<file path="src/rtl/pipe_reg.sv">
// Valid/ready register pipeline of STAGES stages with bubble collapsing and synchronous flush.
// Latency STAGES cycles; back-pressure ripples through adv[] so any empty stage still fills.
module pipe_reg #(
    parameter int                    DATA_WIDTH = 32,
    parameter int                    STAGES     = 2,
    parameter logic [DATA_WIDTH-1:0] RESET_DATA = '0
) (
    input  logic                          clk,
    input  logic                          rst,
    input  logic                          in_valid,
    output logic                          in_ready,
    input  logic [DATA_WIDTH-1:0]         in_data,
    output logic                          out_valid,
    input  logic                          out_ready,
    output logic [DATA_WIDTH-1:0]         out_data,
    input  logic                          flush,
    output logic [$clog2(STAGES+1)-1:0]   count
);

    localparam int CW = $clog2(STAGES + 1);

    logic [STAGES-1:0]     valid_q, valid_d;
    logic [DATA_WIDTH-1:0] data_q [STAGES];
    logic [DATA_WIDTH-1:0] data_d [STAGES];
    logic [CW-1:0]         count_q, count_d;

    logic [STAGES:0]       adv;
    logic [STAGES:0]       vld_chain;
    logic [DATA_WIDTH-1:0] dat_chain [STAGES+1];
    logic                  in_fire;
    logic                  out_fire;

    // A stage may advance when it is empty or everything downstream of it moves.
    always_comb begin
        adv         = '0;
        adv[STAGES] = out_ready;
        for (int i = STAGES - 1; i >= 0; i--) begin
            adv[i] = !valid_q[i] || adv[i+1];
        end
    end

    assign in_ready = adv[0] && !flush;
    assign in_fire  = in_valid && in_ready;
    assign out_fire = valid_q[STAGES-1] && out_ready;

    // Stage i is fed from chain slot i: slot 0 is the input port, slot i+1 is stage i.
    always_comb begin
        vld_chain    = {valid_q, in_fire};
        dat_chain[0] = in_data;
        for (int i = 0; i < STAGES; i++) begin
            dat_chain[i+1] = data_q[i];
        end
    end

    always_comb begin
        valid_d = valid_q;
        data_d  = data_q;
        for (int i = 0; i < STAGES; i++) begin
            if (adv[i]) begin
                valid_d[i] = vld_chain[i];
            end
            if (adv[i] && vld_chain[i]) begin
                data_d[i] = dat_chain[i];
            end
        end
        if (flush) begin
            valid_d = '0;
        end
    end

    always_comb begin
        count_d = count_q + CW'(in_fire) - CW'(out_fire);
        if (flush) begin
            count_d = '0;
        end
    end

    always_ff @(posedge clk or posedge rst) begin
        if (rst) begin
            valid_q <= '0;
            count_q <= '0;
            for (int i = 0; i < STAGES; i++) begin
                data_q[i] <= RESET_DATA;
            end
        end else begin
            valid_q <= valid_d;
            count_q <= count_d;
            data_q  <= data_d;
        end
    end

    assign out_valid = valid_q[STAGES-1];
    assign out_data  = data_q[STAGES-1];
    assign count     = count_q;

endmodule

</file>
<file path="config.mk">
export PLATFORM = sky130hd
export DESIGN_NAME = pipe_reg
export DESIGN_NICKNAME = d
export VERILOG_FILES = /design/src/rtl/pipe_reg.sv
export SDC_FILE = /design/constraint.sdc
export NUM_CORES = 1
export LEC_CHECK = 0
export CORE_ASPECT_RATIO = 1.5
export CORE_MARGIN = 4
export CORE_UTILIZATION = 45
export DETAILED_ROUTE_END_ITERATION = 8
export PLACE_DENSITY = 0.74
export SLEW_MARGIN = 20
export SYNTH_ARGS = -nofsm -noshare
export SYNTH_HDL_FRONTEND = slang
export SYNTH_SLANG_ARGS = --single-unit
</file>
<file path="constraint.sdc">
create_clock -name clk -period 2.8 [get_ports clk]
set_input_delay 0.56 -clock clk [delete_from_list [all_inputs] [get_ports clk]]
set_output_delay 0.56 -clock clk [all_outputs]
set_load 0.03 [all_outputs]
</file>
==> impl_results.md <==
- Routed length per placed instance: 15.7 um
- Max Slew Vio Count: 0
- RSZ-0062 raised after global routing: false
- Combinational group share of total power: 28.4%
- Top delay family on crit path: buffers and inverters
- Placed cell area: 3510 um2
- Clock Skew: 0.00765 ns
- Switching share of power: 28.3%
- CTS Hold Bufs: 0
- CTS buffer count: 9
- Fmax: 390 MHz
- Worst min-delay path category: flop to flop
- Clock slew at reported path FFs: 0.07 ns
- CP Max Fanout: 3
- Sequential power share: 40.6%
- Worst Path Buf+Inv: 2
- Synth Warn #: 0
- Core ar.: 6440 um2
- Die Y: 108 um
- Core Util, Final: 58.3%
- Depth of the CTS H-tree: 3
- Global-route wire length before repair: 8.30 mm
- Antenna Nets Post-Route: 0
- Critical path required time: 2.24 ns
- Synthesized area per cell: 15.7 um2
- Final Hold Fails: 0
- First-pass DRT Iterations: 4
- Final min period: 2.57 ns
- # rows: 36
- Synth Net Count: 228
- DP Wirelength: 3.36 mm
- Clk sinks: 68
- Die W: 74.4 um
- Vias per Instance: 4.85
- Starting Density: 46.1%
- Slew @ Worst Pin: 0.612 ns
- Antenna violations before repair: 0
- Final setup vio count: 0
- Initial drt markers: 101
- Clock root cell: clkbuf_8
- Clk_lat worst skew: 0.33 ns
- Antenna cells: 0
- WP data arrival: 2.01 ns
- Rel. slew slack: 59.2%
- Kind of critical path: input pin to primary output
- IO buf count: 72
- Cell mode on critical path: clkdlybuf4s50_1
- Synth area leaders: dfrtp_1 57%, mux2_4 15%, mux2_2 13%
- CP Launch Type: input pin
- Sw power: 895 uW
- # resized after CTS: 0
- Total GRT Usage: 14.0%
- Run status: finished clean
- Cell leakage power: 1.71 nW
- Total I/O pin count: 73
- Synthesized netlist cell count: 189
- Vias in the first global route: 1706
- CP Capture Type: primary output
- Distinct cell type count after synthesis: 19
- Die area: 7990 um2
- Total number of vias: 1536
- Mapped cell area: 2970 um2
- Max clock buf depth: 2
- CP max-delay cell: clkdlybuf4s50_1
- Largest net degree at the start of global routing: 45
- TNS Setup: 0 ns
- Ratio of cells with drive above 1 in the final layout: 35.3%
- Finished Cell Area: 3760 um2
- Post-route DRC violation count: 0
- P&R area growth vs syn: 26.4%
- Post-CTS Setup Inserts: 0
- Final-stage net count: 275
- Seq cells post-synth: 68
- Power share of the clock group: 30.9%
- Detailed-route wire length: 4.97 mm
- CTS tree: built
- Max IR drop VDD: 0.000421 V
- # Max-Cap Violations: 0
- Top-area cell type share of the netlist area: 57.3%
- Cell taking the most area after synthesis: dfrtp_1
- Final period util: 91.6%
- Int Power: 2.27 mW
- Grt ovf: 0
- Crit-path cells: clkdlybuf4s50_1 > and3b_1 > nor2_1 > clkdlybuf4s50_1
- Final GP Congestion: 0.775
- Power Density: 842 nW/um2
- Register area share after synthesis: 57.3%
- CP max stage delay: 0.67 ns
-- final timing paths --
check,to,start,cells after the start,slack (ns)
worst max-delay path,in_ready,out_ready,4,0.23
max in group asynchronous,out_data[28],rst,3,1.58
worst min register to register,out_data[3],out_data[3],1,0.50
min in group asynchronous,out_data[27],rst,2,0.60
worst min-delay path,out_data[3],out_data[3],1,0.50
worst max register to register,count[1],valid_q[0],8,0.77
-- cell families after synthesis --
kind of cell	count (synthesis)	share of synthesized area, %
flip-flops	68	57.3
multiplexers	64	27.9
buffers and inverters	42	11.4
AND/OR/NAND/NOR	10	1.85
XOR/XNOR	2	0.590
adder cells (fa/ha/maj)	2	0.842
AO/OA/AOI/OAI	1	0.168
-- per-layer routing --
metal,share of wire [%],up-vias,GRT usage (%)
met5,0,-,0
met4,2.1,0,7.25
met3,5.1,9,3.55
met2,53,42,23.5
met1,40,782,16.1
li1,-,703,-
-- state kept, by name (all words and copies together), names as in the netlist --
| register | cells |
|---|---|
| valid_q | 2 |
| dat_chain | 32 |
| count | 2 |
| out_data | 32 |
-- power groups by stage --
| stage | Combinational (mW) | Sequential, mW | Clock, mW |
|---|---|---|---|
| floorplan | 0.737 | 1.28 | 0 |
| global placement | 0.896 | 1.30 | 0 |
| detailed placement | 0.909 | 1.31 | 0 |
| CTS | 0.912 | 1.29 | 1.01 |
| global route | 0.950 | 1.31 | 1.06 |
| finish | 0.899 | 1.29 | 0.979 |
-- through the flow --
stage | total power [mW] | hold WS, ns | cells | setup WS [ns]
finish | 3.16 | 0.504 | 317 | 0.234
global route | 3.32 | 0.517 | 317 | 0.183
CTS | 3.21 | 0.509 | 317 | 0.224
detailed placement | 2.22 | 0.493 | 301 | 0.108
global placement | 2.19 | 0.483 | 301 | 0.145
floorplan | 2.02 | 0.475 | 189 | 0.495
-- Yosys cell counts (all sizes together) --
| cell | n |
|---|---|
| mux2 | 64 |
| ha | 2 |
| nor2b | 1 |
| or3b | 1 |
| buf | 39 |
| dfrtp | 68 |
| and2 | 1 |
| inv | 3 |
| xnor2 | 1 |
| nand2 | 1 |
| xor2 | 1 |
| and3b | 1 |
| nand2b | 1 |
| a21oi | 1 |
| nor2 | 4 |
-- final cells by class --
type / instances / area [um2]
well taps: 76 / 95.1
fillers: 540 / 2680
multi-input cells: 79 / 932
inverters: 3 / 11.3
flip-flops and latches: 68 / 1700
repair buffers: 75 / 768
clock buffers: 10 / 138
clock inverters: 6 / 111
-- placed cells by master, fill, tap and decap left out, drive strengths merged --
| cell | Yosys | layout |
|---|---|---|
| xnor2 | 1 | 1 |
| buf | 39 | 3 |
| dfrtp | 68 | 68 |
| nand2b | 1 | 1 |
| a21oi | 1 | 1 |
| ha | 2 | 2 |
| nor2b | 1 | 1 |
| clkbuf | 0 | 10 |
| and2 | 1 | 1 |
| inv | 3 | 3 |
| clkinv | 0 | 2 |
| and3b | 1 | 1 |
| or3b | 1 | 1 |
| clkinvlp | 0 | 1 |
| nand2 | 1 | 1 |
| clkdlybuf4s50 | 0 | 72 |
| bufinv | 0 | 3 |
| nor2 | 4 | 4 |
| mux2 | 64 | 64 |
| xor2 | 1 | 1 |
Note: power is estimated with default switching activity, not from simulation.
